--- src/rtl/led_sipo_rx_if.sv ---
// rtl/led_sipo_rx_if.sv - serial LED link and word handshake bundle for led_sipo_rx
// Optional parity output is present when LED_SIPO_RX_PARITY_EN is defined.
interface led_sipo_rx_if #(
  parameter int WIDTH = 5
);
  logic             start;
  logic             shift;
  logic             sdata;
  logic             data_ack;
  logic [WIDTH-1:0] data_out;
  logic             data_valid;
  logic             busy;
  logic             overrun;
`ifdef LED_SIPO_RX_PARITY_EN
  logic             parity_err;
`endif

  modport master (
    output start, shift, sdata, data_ack,
`ifdef LED_SIPO_RX_PARITY_EN
    input  parity_err,
`endif
    input  data_out, data_valid, busy, overrun
  );

  modport slave (
    input  start, shift, sdata, data_ack,
`ifdef LED_SIPO_RX_PARITY_EN
    output parity_err,
`endif
    output data_out, data_valid, busy, overrun
  );
endinterface

--- src/rtl/led_sipo_rx.sv ---
// rtl/led_sipo_rx.sv - LSB-first serial-in/parallel-out receiver for the LED column stream
// Define LED_SIPO_RX_PARITY_EN to add a trailing even-parity bit (PAR state, parity_err output).
module led_sipo_rx #(
  parameter int WIDTH = 5,
  parameter int CNT_W = 3
) (
  input  logic         clk,
  input  logic         rst_n,
  led_sipo_rx_if.slave bus
);

  typedef enum logic [1:0] {
    IDLE = 2'd0,
    RECV = 2'd1,
    PAR  = 2'd2
  } state_t;

  state_t           state_q, state_d;
  logic [WIDTH-1:0] shifter_q, shifter_d;
  logic [CNT_W-1:0] cnt_q, cnt_d;
  logic             deliv_q, deliv_d;   // completed word sits in shifter_q, deliver next edge
  logic [WIDTH-1:0] data_q, data_d;
  logic             valid_q, valid_d;
  logic             busy_q, busy_d;
  logic             ovr_q, ovr_d;
`ifdef LED_SIPO_RX_PARITY_EN
  logic             pbit_q, pbit_d;
  logic             perr_q, perr_d;
`endif

  // Frame sequencing: start clears/arms, shift strobes assemble the word LSB first
  always_comb begin
    state_d   = state_q;
    shifter_d = shifter_q;
    cnt_d     = cnt_q;
    deliv_d   = 1'b0;
`ifdef LED_SIPO_RX_PARITY_EN
    pbit_d    = pbit_q;
`endif
    case (state_q)
      IDLE: begin
        if (bus.start) begin
          shifter_d = '0;
          cnt_d     = '0;
          state_d   = RECV;
        end
      end
      RECV: begin
        if (bus.start) begin
          shifter_d = '0;
          cnt_d     = '0;
        end else if (bus.shift) begin
          shifter_d = {bus.sdata, shifter_q[WIDTH-1:1]};
          if (cnt_q == CNT_W'(WIDTH - 1)) begin
            cnt_d   = '0;
`ifdef LED_SIPO_RX_PARITY_EN
            state_d = PAR;
`else
            state_d = IDLE;
            deliv_d = 1'b1;
`endif
          end else begin
            cnt_d = cnt_q + CNT_W'(1);
          end
        end
      end
`ifdef LED_SIPO_RX_PARITY_EN
      PAR: begin
        if (bus.start) begin
          shifter_d = '0;
          cnt_d     = '0;
          state_d   = RECV;
        end else if (bus.shift) begin
          pbit_d  = bus.sdata;
          deliv_d = 1'b1;
          state_d = IDLE;
        end
      end
`endif
      default: state_d = IDLE;
    endcase
    busy_d = (state_d == RECV);
  end

  // Output handshake: deliver, replace-on-ack, or flag overrun when the consumer is behind
  always_comb begin
    data_d  = data_q;
    valid_d = valid_q;
    ovr_d   = ovr_q;
`ifdef LED_SIPO_RX_PARITY_EN
    perr_d  = perr_q;
`endif
    if (valid_q && bus.data_ack) begin
      valid_d = 1'b0;
      ovr_d   = 1'b0;
`ifdef LED_SIPO_RX_PARITY_EN
      perr_d  = 1'b0;
`endif
    end
    if (deliv_q) begin
      if (!valid_q || bus.data_ack) begin
        data_d  = shifter_q;
        valid_d = 1'b1;
`ifdef LED_SIPO_RX_PARITY_EN
        perr_d  = (^shifter_q) ^ pbit_q;
`endif
      end else begin
        ovr_d = 1'b1;
      end
    end
  end

  // State and output registers
  always_ff @(posedge clk or negedge rst_n) begin
    if (!rst_n) begin
      state_q   <= IDLE;
      shifter_q <= '0;
      cnt_q     <= '0;
      deliv_q   <= 1'b0;
      data_q    <= '0;
      valid_q   <= 1'b0;
      busy_q    <= 1'b0;
      ovr_q     <= 1'b0;
`ifdef LED_SIPO_RX_PARITY_EN
      pbit_q    <= 1'b0;
      perr_q    <= 1'b0;
`endif
    end else begin
      state_q   <= state_d;
      shifter_q <= shifter_d;
      cnt_q     <= cnt_d;
      deliv_q   <= deliv_d;
      data_q    <= data_d;
      valid_q   <= valid_d;
      busy_q    <= busy_d;
      ovr_q     <= ovr_d;
`ifdef LED_SIPO_RX_PARITY_EN
      pbit_q    <= pbit_d;
      perr_q    <= perr_d;
`endif
    end
  end

  assign bus.data_out   = data_q;
  assign bus.data_valid = valid_q;
  assign bus.busy       = busy_q;
  assign bus.overrun    = ovr_q;
`ifdef LED_SIPO_RX_PARITY_EN
  assign bus.parity_err = perr_q;
`endif

endmodule

--- src/flat_wrapper.sv ---
// flat-port wrapper written by rule: the top's interface ports become plain ports
module led_sipo_rx_flat 
#(
  parameter int WIDTH = 5,
  parameter int CNT_W = 3
)
  (clk, rst_n, bus_start, bus_shift, bus_sdata, bus_data_ack, bus_data_out, bus_data_valid, bus_busy, bus_overrun);
  led_sipo_rx_if #(.WIDTH(WIDTH)) bus_i ();
  input  logic clk;
  input  logic rst_n;
  input wire logic [$bits(bus_i.start)-1:0] bus_start;
  input wire logic [$bits(bus_i.shift)-1:0] bus_shift;
  input wire logic [$bits(bus_i.sdata)-1:0] bus_sdata;
  input wire logic [$bits(bus_i.data_ack)-1:0] bus_data_ack;
  output wire logic [$bits(bus_i.data_out)-1:0] bus_data_out;
  output wire logic [$bits(bus_i.data_valid)-1:0] bus_data_valid;
  output wire logic [$bits(bus_i.busy)-1:0] bus_busy;
  output wire logic [$bits(bus_i.overrun)-1:0] bus_overrun;
  assign bus_i.start = bus_start;
  assign bus_i.shift = bus_shift;
  assign bus_i.sdata = bus_sdata;
  assign bus_i.data_ack = bus_data_ack;
  assign bus_data_out = bus_i.data_out;
  assign bus_data_valid = bus_i.data_valid;
  assign bus_busy = bus_i.busy;
  assign bus_overrun = bus_i.overrun;
  led_sipo_rx #(.WIDTH(WIDTH), .CNT_W(CNT_W)) u_core (.clk(clk), .rst_n(rst_n), .bus(bus_i));
endmodule
--- config.mk ---
export PLATFORM = sky130hd
export DESIGN_NAME = led_sipo_rx_flat
export DESIGN_NICKNAME = d
export VERILOG_FILES = /design/src/rtl/led_sipo_rx_if.sv /design/src/rtl/led_sipo_rx.sv /design/src/flat_wrapper.sv
export SDC_FILE = /design/constraint.sdc
export NUM_CORES = 1
export LEC_CHECK = 0
export CELL_PAD_IN_SITES_DETAIL_PLACEMENT = 2
export CELL_PAD_IN_SITES_GLOBAL_PLACEMENT = 2
export CORE_MARGIN = 2
export CORE_UTILIZATION = 35
export CTS_BUF_LIST = sky130_fd_sc_hd__clkbuf_16
export CTS_CLUSTER_SIZE = 40
export DETAILED_ROUTE_END_ITERATION = 10
export PLACE_DENSITY = 0.92
export RECOVER_POWER = 25
export SYNTH_ARGS = -nofsm -noshare
export SYNTH_HDL_FRONTEND = slang
export SYNTH_SLANG_ARGS = --single-unit
export TNS_END_PERCENT = 5
--- constraint.sdc ---
create_clock -name clk -period 2.5 [get_ports clk]
set_input_delay 0.625 -clock clk [delete_from_list [all_inputs] [get_ports clk]]
set_output_delay 0.625 -clock clk [all_outputs]
set_load 0.01 [all_outputs]
Word level (Yosys, flattened, before mapping)
Index checks and enable logic that the tools add are counted.
{"block": "classes", "add_sub_neg": 1, "n_eq_ne": 5, "n_mux": 24, "reduce_logical": 7}
{"cell": "5-bit 2-to-1 mux", "n": 3}
{"cell": "3-bit 2-to-1 mux", "n": 4}
{"cell": "1-bit 2-to-1 mux", "n": 10}
{"cell": "5-bit one-hot mux with 2 select lines", "n": 1}
{"cell": "2-bit 2-to-1 mux", "n": 4}
{"cell": "3-bit one-hot mux with 2 select lines", "n": 1}
{"cell": "2-bit by 1-bit == test with 1-bit output (second input constant)", "n": 2}
{"cell": "2-bit one-hot mux with 2 select lines", "n": 1}
{"cell": "3-bit by 1-bit adder with 3-bit output (second input constant)", "n": 1}
{"cell": "3-bit == test (second input constant)", "n": 1}
{"cell": "3-bit inequality test (second input constant)", "n": 1}
{"cell": "3-bit AND reduction", "n": 1}
{"cell": "2-bit logical NOT", "n": 1}
{"cell": "2-bit inequality test (second input constant)", "n": 1}
{"cell": "2-bit AND reduction", "n": 1}
{"cell": "2-bit nonzero test", "n": 1}
{"cell": "1-bit logical AND", "n": 1}
{"cell": "1-bit logical NOT", "n": 1}
{"cell": "1-bit logical OR", "n": 1}
{"block": "word_totals", "register_bits": 19, "input_bits": 6, "elab_cells": 45}

Longest topological paths before layout
Gate-level depths: netlist of run 1.
{"block": "logic_depth", "word_depth": 6, "depth_mapped": 5, "mapped_depth_nobuf": 5}

Worst setup path after synthesis of run 1
No wires, ideal clock.
{"block": "synth_path", "path_type": "input-to-reg", "start": "input port bus_data_ack", "end": "register u_core.data_q[0], in the netlist u_core.bus.data_out[0]", "arrival_time_ns": 1.241, "required_ns": 2.372, "slack_ns": 1.132, "cell_stages": 3, "path_cell_list": "nand2b_1 > nand2_1 > mux2_1"}
{"block": "synth_via", "elab_chain_cells": 2}
{"element": "start, declared", "line_no": "flat_wrapper.sv:14", "text": "input wire logic [$bits(bus_i.data_ack)-1:0] bus_data_ack;"}
{"element": "1-bit logical OR", "line_no": "led_sipo_rx.sv:101", "text": "if (!valid_q || bus.data_ack) begin"}
{"element": "2-bit AND reduction (no source line)"}
{"element": "end signal, assigned", "line_no": "led_sipo_rx.sv:133", "text": "data_q <= data_d;"}
{"element": "end, declared", "line_no": "led_sipo_rx.sv:22", "text": "logic [WIDTH-1:0] data_q, data_d;"}
Every way passes these cells.
A chain may end at the register's enable or synchronous reset.

Worst setup path in the final report of run 1
{"block": "layout_path", "start": "input port bus_shift", "end": "register u_core.cnt_q[1]"}
{"block": "layout_via", "elab_chain_cells": 2}
{"element": "start, declared", "line_no": "flat_wrapper.sv:12", "text": "input wire logic [$bits(bus_i.shift)-1:0] bus_shift;"}
{"element": "3-bit inequality test (no source line)"}
{"element": "3-bit AND reduction (no source line)"}
{"element": "end signal, assigned", "line_no": "led_sipo_rx.sv:131", "text": "cnt_q <= cnt_d;"}
{"element": "end, declared", "line_no": "led_sipo_rx.sv:20", "text": "logic [CNT_W-1:0] cnt_q, cnt_d;"}
Every way passes these cells.

==> results of run 1 <==
## critical path, delay by kind of cell
family | cells | cell delay [ps]
AO/OA/AOI/OAI | 1 | 780
AND/OR/NAND/NOR | 1 | 180
buffers and inverters | 1 | 490
multiplexers | 1 | 220
## cells in the final DEF, fill, tap and decap left out
cell type	instances
nand2_1	8
inv_1	3
clkdlybuf4s50_1	12
clkbuf_16	3
conb_1	1
nand4b_1	1
a21oi_1	4
mux2i_1	1
nand3_1	3
nor2b_1	1
nand4_1	1
clkbuf_1	1
dlygate4sd3_1	1
nand2b_1	2
dfrtp_1	19
nor2_1	4
o31ai_1	5
o21ai_0	2
nor3b_4	1
o21ai_1	5
mux2_1	5
ha_1	2
## synth_stat cells, drive strengths merged
| cell | number |
|---|---|
| mux2 | 5 |
| mux2i | 1 |
| nand2 | 8 |
| o31ai | 5 |
| nor2b | 1 |
| buf | 2 |
| nand2b | 2 |
| conb | 1 |
| ha | 2 |
| nor2 | 4 |
| nand3 | 3 |
| o21ai | 7 |
| nand4 | 1 |
| nand4b | 1 |
| dfrtp | 19 |
| a21oi | 4 |
| inv | 2 |
| nor3b | 1 |
## per-layer routing
layer  track usage [%]  part of all wire, %  vias to the layer above
met5                 0                    0                        -
met4              11.0                  1.9                        0
met3              4.02                  3.2                        4
met2              32.7                   55                       14
met1              21.9                   40                      285
li1                  -                    -                      271
## layout make-up
cell class | count | area share (%)
sequential | 19 | 46.1
multi-input combinational | 46 | 29.1
timing repair buffer | 14 | 13.0
clock buffer | 3 | 7.28
tap | 28 | 3.40
inverter | 2 | 0.728
clock inverter | 1 | 0.364
## flip-flops by register name (all words and copies together), names as in the netlist
register	cells
u_core.bus.busy	1
u_core.bus.data_out	5
u_core.bus.data_valid	1
u_core.bus.overrun	1
u_core.cnt_q	3
u_core.deliv_q	1
u_core.shifter_q	5
u_core.state_q	2
## kinds of logic (layout without fill, tap and decap cells)
logic type / count (synthesis) / count (layout) / synth area share [%]
simple gates: 21 / 21 / 14.2
buf+inv: 4 / 20 / 2.21
other cells: 1 / 1 / 0.473
mux: 6 / 6 / 8.36
fa+ha+maj: 2 / 2 / 3.15
compound gates: 16 / 16 / 11.7
flops: 19 / 19 / 59.9
## worst paths after layout
kind / startpoint / endpoint / cells past startpoint
max: bus_shift / u_core.cnt_q[1] / 4
min: u_core.shifter_q[0] / u_core.shifter_q[0] / 2
min reg2reg: u_core.shifter_q[0] / u_core.shifter_q[0] / 2
max reg2reg: u_core.state_q[0] / u_core.cnt_q[1] / 3
min in group asynchronous: rst_n / u_core.shifter_q[3] / 2
max in group asynchronous: rst_n / u_core.deliv_q / 2
## where the power goes
| group | switching [W] | leakage (nW) | internal (W) |
|---|---|---|---|
| sequential | 0.00000687 | 0.254 | 0.000313 |
| combinational | 0.0000235 | 0.165 | 0.0000156 |
| clock | 0.000111 | 0.0423 | 0.000213 |
| total | 0.000141 | 0.462 | 0.000542 |
## metrics by stage
step / utilization [%] / setup slack [ps] / hold WS [ps]
floorplan: - / 1130 / 329
global placement: 44.1 / 335 / 472
detailed placement: 44.1 / 165 / 486
CTS: 47.7 / 329 / 498
global route: 47.5 / 187 / 536
finish: 47.5 / 364 / 491
==> out/results.env, run 1 <==
GATE_COUNT_AFTER_TECHNOLOGY_MAPPING=69
DRC=0
PATH_MAX_FANOUT=12
GRT_PASS1_WL_UM=3490
DIE_AREA_UM2=2660
REGTOREGSETUPSLACK_PS=900
AREA_OCCUPIED_BY_MULTI_INPUT_GATES_UM2=300
WORST-ENDPOINT-ARRIVAL_PS=2300
LAYOUT.FILLER_CELLS=230
DIODES=0
SYNTH-SEQ-CELLS=19
POST_SYNTH_NUM_CELL_TYPES=19
HOLD_VIOLATIONS=0
ROUTED_VIA_DENSITY=5.08
GRT.OVERFLOW.TOTAL=0
SYNTHDOMINANTAREACELLTYPE='dfrtp_1'
GLOBALPLACE.CONGESTION=0.671
WORST_SETUP_SKEW_AFTER_LAYOUT_PS=1.15
MAX_SLEW_MARGIN_PCT=32.8
SETUP.WORST_PATH.END_CLASS='register'
PORT-BUFFER-COUNT=13
DP.CELLS=109
DPL_CELL_AREA_UM2=956
SYNTH_WARNINGS=0
CTS_MADE_BUFFERS=3
NETLIST_AREA_UM2=793
TIMING.FINAL.SETUP_VIOLATIONS=0
SETUP-TNS-FINAL_PS=0
CLOCK_TREE_FROM_TRITONCTS='done'
TIMING.CRITICAL_PATH.CELLS='clkdlybuf4s50_1 -> a21oi_1 -> nor2_1 -> mux2i_1'
TIMING.FINAL.CRIT_SHARE_PCT=85.4
BOUNDARYPINS=14
MAXIMUM_ACHIEVABLE_FREQUENCY_MHz=468
SLOWEST_STAGE='a21oi_1'
POST_LAYOUT_NONFILLER_INSTANCES=113
SYNTH-SEQ-AREA-SHARE_PCT=59.9
FIRST_PASS_ITERS=4
DIE-HEIGHT_UM=51.6
CTS.HTREE.LEVELS=1
FINALINSTANCEAREA_UM2=1030
P_LEAK_nW=0.462
LAYOUT_MIN_CYCLE_TIME_PS=2140
POST_ROUTE_CELLS_DRIVE_ABOVE_1_SHARE_PCT=4.71
DP_HPWL_UM=1340
DETAILEDROUTE.FIRSTITERATIONVIOLATIONS=6
LAYOUT.NETS=94
CTSLONGESTPATHBUFFERS=2
DIE_WD_UM=51.6
GRT_SETUP_UNREPAIRED='no'
WL_PER_CELL_UM=18.0
REPORT.POWER.TOTAL_W=0.000683
CTS-HOLD-FIX-BUFFERS=0
NUMBER_OF_ANTENNA_VIOLATIONS_AT_THE_FIRST_CHECK_IN_GLOBAL_ROUTING=0
ROUTE.FINAL.WIRE_LENGTH_UM=2040
CP-START-KIND='input pin'
GR-USAGE-ALL-LAYERS_PCT=19.1
POWER_DENSITY_nW_PER_UM2=662
DR_TOTAL_VIAS=574
HOLD_PATH_CLASS='reg -> reg'
CLOCK_LATENCY_AT_THE_LATER_PIN_OF_THE_WORST_SKEW_PAIR_PS=250
WORST_EP_REQUIRED_TIME_PS=2660
POST-CTS-SETUP-BUFFER-COUNT=0
SYNTH_LARGEST_TYPE_AREA_FRACTION_PCT=59.9
SYN2LAYOUT_AREA_GROWTH_PCT=30.0
POSTCTSRESIZEDCELLS=0
WORSTMARGINPINSLEW_PS=1010
FINAL-SEQ-AREA_UM2=475
SYNTHTOPCELLSBYAREA='dfrtp_1 60%, mux2_1 7.1%, o31ai_1 4.7%'
SYN-MEAN-INSTANCE-AREA_UM2=11.5
ANTENNA_VIOLATING_NETS_POST_ROUTE=0
FLOORPLAN.INITIALDENSITY_PCT=36.6
MAXCAPVIOLATIONS=0
SYNTH_FP_NETS=77
CORE-AREA_UM2=2170
CTS_NUM_SINKS=19
TIMING_MAX_TRANSITION_VIOLATIONS_FINAL=0
CLKSLEWWORSTSETUPHOLDPATHS_PS=50
ROWS=17
WORSTSETUPPATHTYPE='in -> reg'
VDD_IR_DROP_MAX_uV=296
GRT_MAX_DEGREE=20
CTS_ROOT_BUF='clkbuf_16'
RUN_STATUS='completed'
GRT_PASS1_VIAS=676
TIMING.CRITICAL_PATH.SLOWEST_CELL_DELAY_PS=780
(Power assumes the default switching activity.)
==> run 2, diff against run 1 <==
Settings changed: SLEW_MARGIN from default to 20.
==> results of run 2 <==
No change in the layout: final DEF, timing and power equal those of run 1.
==> run 3, diff against run 2 <==
Settings changed: ABC_AREA from default to 1, CORE_UTILIZATION 35 to 33, PLACE_DENSITY 0.92 to 0.91, SLEW_MARGIN 20 to default.
==> run 3 against run 2 <==
Non-clock buffer count did not move. Routed wire length fell by 0.59%. Largest cell class unchanged. Critical endpoint is now bus_data_valid. Total power rose by 2.1%. Cell count up 14%. Global-route usage fell by 1.3 points. Synthesized area is 2.1% higher. Cell area grew 1.6%. Clock-buffer cell count unchanged. Hold slack improved by 9.9 ps. Combinational power up 34%.
==> out/results.env, run 3 <==
RUN_STATUS='completed'
CLKSLEWWORSTSETUPHOLDPATHS_PS=50
WL_PER_CELL_UM=15.7
P_LEAK_nW=0.479
LAYOUT.NETS=110
DIE-HEIGHT_UM=53.5
SYNTH_COMPOUND_GATE_AREA_SHARE_PCT=10.0
CRITICAL_REGISTER_TO_REGISTER_PATH_ENDPOINT='u_core.cnt_q[0]'
REGTOREGSTARTPOINT='u_core.state_q[1]'
SYN-MEAN-INSTANCE-AREA_UM2=9.64
SYNTHTOPCELLSBYAREA='dfrtp_1 59%, o21ai_1 7.4%, nand2_1 7.0%'
NETLIST_TOP_CELLS_COUNT='19 x dfrtp_1, 15 x nand2_1, 12 x inv_1, 12 x o21ai_1, 8 x nand3_1'
BUFFERS_INVERTERS_ON_CRITICAL_PATH=1
GATE_COUNT_AFTER_TECHNOLOGY_MAPPING=84
DETAILEDROUTE.FIRSTITERATIONVIOLATIONS=3
GRT.OVERFLOW.TOTAL=0
GR-USAGE-ALL-LAYERS_PCT=17.8
GRT_PASS1_VIAS=771
TIMING_MAX_TRANSITION_VIOLATIONS_FINAL=0
ASYNC_FLOP_SHARE_PCT=100
CTS_ROOT_BUF='clkbuf_16'
LEADING_CELL_TYPE_IN_THE_LAYOUT_FILL_AND_TAPS_EXCLUDED='dfrtp_1'
CRITICAL_PATH_DEPTH=1
CTS_NUM_SINKS=19
WIRELENGTH_MET1_UM=789
DP_WORST_SETUP_SLACK_PS=544
POST_ROUTE_CELLS_DRIVE_ABOVE_1_SHARE_PCT=10.9
MIN_PATH_CELLS=2
VDD_IR_DROP_MAX_uV=487
WORST-ENDPOINT-ARRIVAL_PS=1170
HOLD_PATH_CLASS='reg -> reg'
CORE-AREA_UM2=2280
POST_SYNTH_FA_HA_MAJ_AREA_FRACTION_PCT=3.09
SYNTH_TOP_FAMILY_BY_AREA='simple AND/OR/NAND/NOR gates'
SYNTH-EDFF-COUNT=0
YOSYS.AREA_SHARE.SIMPLE_PCT=19.8
FLOORPLAN.INITIALDENSITY_PCT=35.6
GRT_SETUP_UNREPAIRED='no'
FIRST_PASS_ITERS=2
LAYOUT.FILLER_CELLS=232
GRT_MAX_DEGREE=20
SYNTH_WARNINGS=0
GRT_PASS1_WL_UM=3480
CTS-HOLD-FIX-BUFFERS=0
CLOCK_LATENCY_AT_THE_LATER_PIN_OF_THE_WORST_SKEW_PAIR_PS=250
GLOBALPLACE.CONGESTION=0.760
SYNTH-SEQ-CELLS=19
MAXCAPVIOLATIONS=0
CRITPATHTOPFAMILY='buffers and inverters'
SETUP.WORST_PATH.END_CLASS='output pin'
ROWS=17
MIN_DELAY_STARTPOINT='u_core.bus.data_out[3]'
POSTCTSRESIZEDCELLS=0
TIMING.CRITICAL_PATH.SLOWEST_CELL_DELAY_PS=550
NUMBER_OF_ANTENNA_VIOLATIONS_AT_THE_FIRST_CHECK_IN_GLOBAL_ROUTING=0
CTS.HTREE.LEVELS=1
DP.CELLS=125
SLOWEST_STAGE='clkdlybuf4s50_1'
POST-ROUTE-WORST-SETUP-SLACK_PS=704
HOLD_VIOLATIONS=0
REGTOREGSETUPSLACK_PS=1220
SYNTH-SEQ-AREA-SHARE_PCT=58.7
TIMING.FINAL.CRIT_SHARE_PCT=71.8
MAX_SLEW_MARGIN_PCT=31.4
ROUTE.FINAL.WIRE_LENGTH_UM=2020
LAYOUT_MIN_CYCLE_TIME_PS=1800
WORSTSETUPPATHTYPE='reg -> out'
CP-START-KIND='register'
BOUNDARYPINS=14
PATH_MAX_FANOUT=3
DIE_WD_UM=53.5
DR_TOTAL_VIAS=645
CTS_MADE_BUFFERS=3
SYNTHDOMINANTAREACELLTYPE='dfrtp_1'
UTIL_AFTER_LAYOUT_PCT=46.0
WORST_EP_REQUIRED_TIME_PS=1880
SYN2LAYOUT_AREA_GROWTH_PCT=29.4
WORSTMARGINPINSLEW_PS=1030
REPORT.POWER.TOTAL_W=0.000697
POST_SYNTH_NUM_CELL_TYPES=20
SYNTH-XOR-AREA-SHARE_PCT=0
POST-CTS-SETUP-BUFFER-COUNT=0
POWER_DENSITY_nW_PER_UM2=666
ROUTED_VIA_DENSITY=5.00
TIMING.CRITICAL_PATH.CELLS='clkdlybuf4s50_1'
WORST_SETUP_SKEW_AFTER_LAYOUT_PS=3.97
DRC=0
LAYOUT_COMMON_CELLS='19 x dfrtp_1, 15 x nand2_1, 12 x inv_1, 12 x o21ai_1, 12 x clkdlybuf4s50_1'
TIMING.FINAL.SETUP_VIOLATIONS=0
POST_LAYOUT_NONFILLER_INSTANCES=129
PORT-BUFFER-COUNT=13
ANTENNA_VIOLATING_NETS_POST_ROUTE=0
SYNTH_FF_TYPE='dfrtp_1'
MET3WIRELENGTH_UM=54
CLOCK_TREE_FROM_TRITONCTS='done'
DR.MAX_LAYER_USED='met4'
MAXIMUM_ACHIEVABLE_FREQUENCY_MHz=557
SETUP-TNS-FINAL_PS=0
WORST-R2R-CELL-COUNT=3
SHARE_OF_SYNTHESIZED_AREA_SPENT_ON_MULTIPLEXERS_PCT=0
NETLIST_AREA_UM2=810
HOLD-PATH-ENDPOINT='u_core.bus.data_out[3]'
DP_HPWL_UM=1340
CTSLONGESTPATHBUFFERS=2
SYNTH_FP_NETS=92
DIODES=0
SYNTH_MOST_COMMON_CELL='dfrtp_1'
MET2_WIRE_LENGTH_UM=1130
DIE_AREA_UM2=2870
SYNTH_LARGEST_TYPE_AREA_FRACTION_PCT=58.7
[run 3: metrics by stage]
stage,hold WS [ps],instance area [um^2]
2_1_floorplan,329,810
3_3_place_gp,472,971
3_5_place_dp,490,971
4_1_cts,506,1050
5_1_grt,537,1050
6_report,500,1050
[run 3: cells by family after synthesis]
| logic type | Yosys count |
|---|---|
| AND/OR/NAND/NOR | 32 |
| flip-flops | 19 |
| AO/OA/AOI/OAI | 15 |
| buffers and inverters | 15 |
| adder cells (fa/ha/maj) | 2 |
| other | 1 |
[run 3: area by class of cell]
| class | instances | area, um^2 | share of cell area, % |
|---|---|---|---|
| sequential | 19 | 475 | 45.4 |
| multi-input combinational | 50 | 270 | 25.8 |
| timing repair buffer | 14 | 134 | 12.8 |
| clock buffer | 3 | 75.1 | 7.17 |
| inverter | 14 | 52.6 | 5.02 |
| tap | 28 | 35.0 | 3.35 |
| clock inverter | 1 | 5.00 | 0.478 |
[run 3: report_power, final]
part,internal (W),total (W),switching [W]
logic,0.0000197,0.0000522,0.0000325
registers,0.000316,0.000322,0.00000580
clock network,0.000214,0.000323,0.000109
total,0.000550,0.000697,0.000148
[run 3: worst max-delay path by stage]
| stage | start | endpoint |
|---|---|---|
| 2_1_floorplan | bus_start | u_core.cnt_q[0] |
| 3_3_place_gp | bus_start | u_core.shifter_q[0] |
| 3_5_place_dp | bus_start | u_core.cnt_q[0] |
| 4_1_cts | u_core.bus.data_valid | bus_data_valid |
| 5_1_grt | bus_start | u_core.cnt_q[0] |
| 6_report | u_core.bus.data_valid | bus_data_valid |
[run 3: metal layers]
metal	vias to the layer above	global-route usage, %
met5	-	0
met4	0	7.69
met3	4	4.17
met2	11	32.7
met1	327	19.4
li1	303	-
[run 3: worst min-delay path: stages, from the launching register on]
cell and delay, ps:
dfrtp_1 340, nand2_1 50, o21ai_1 70
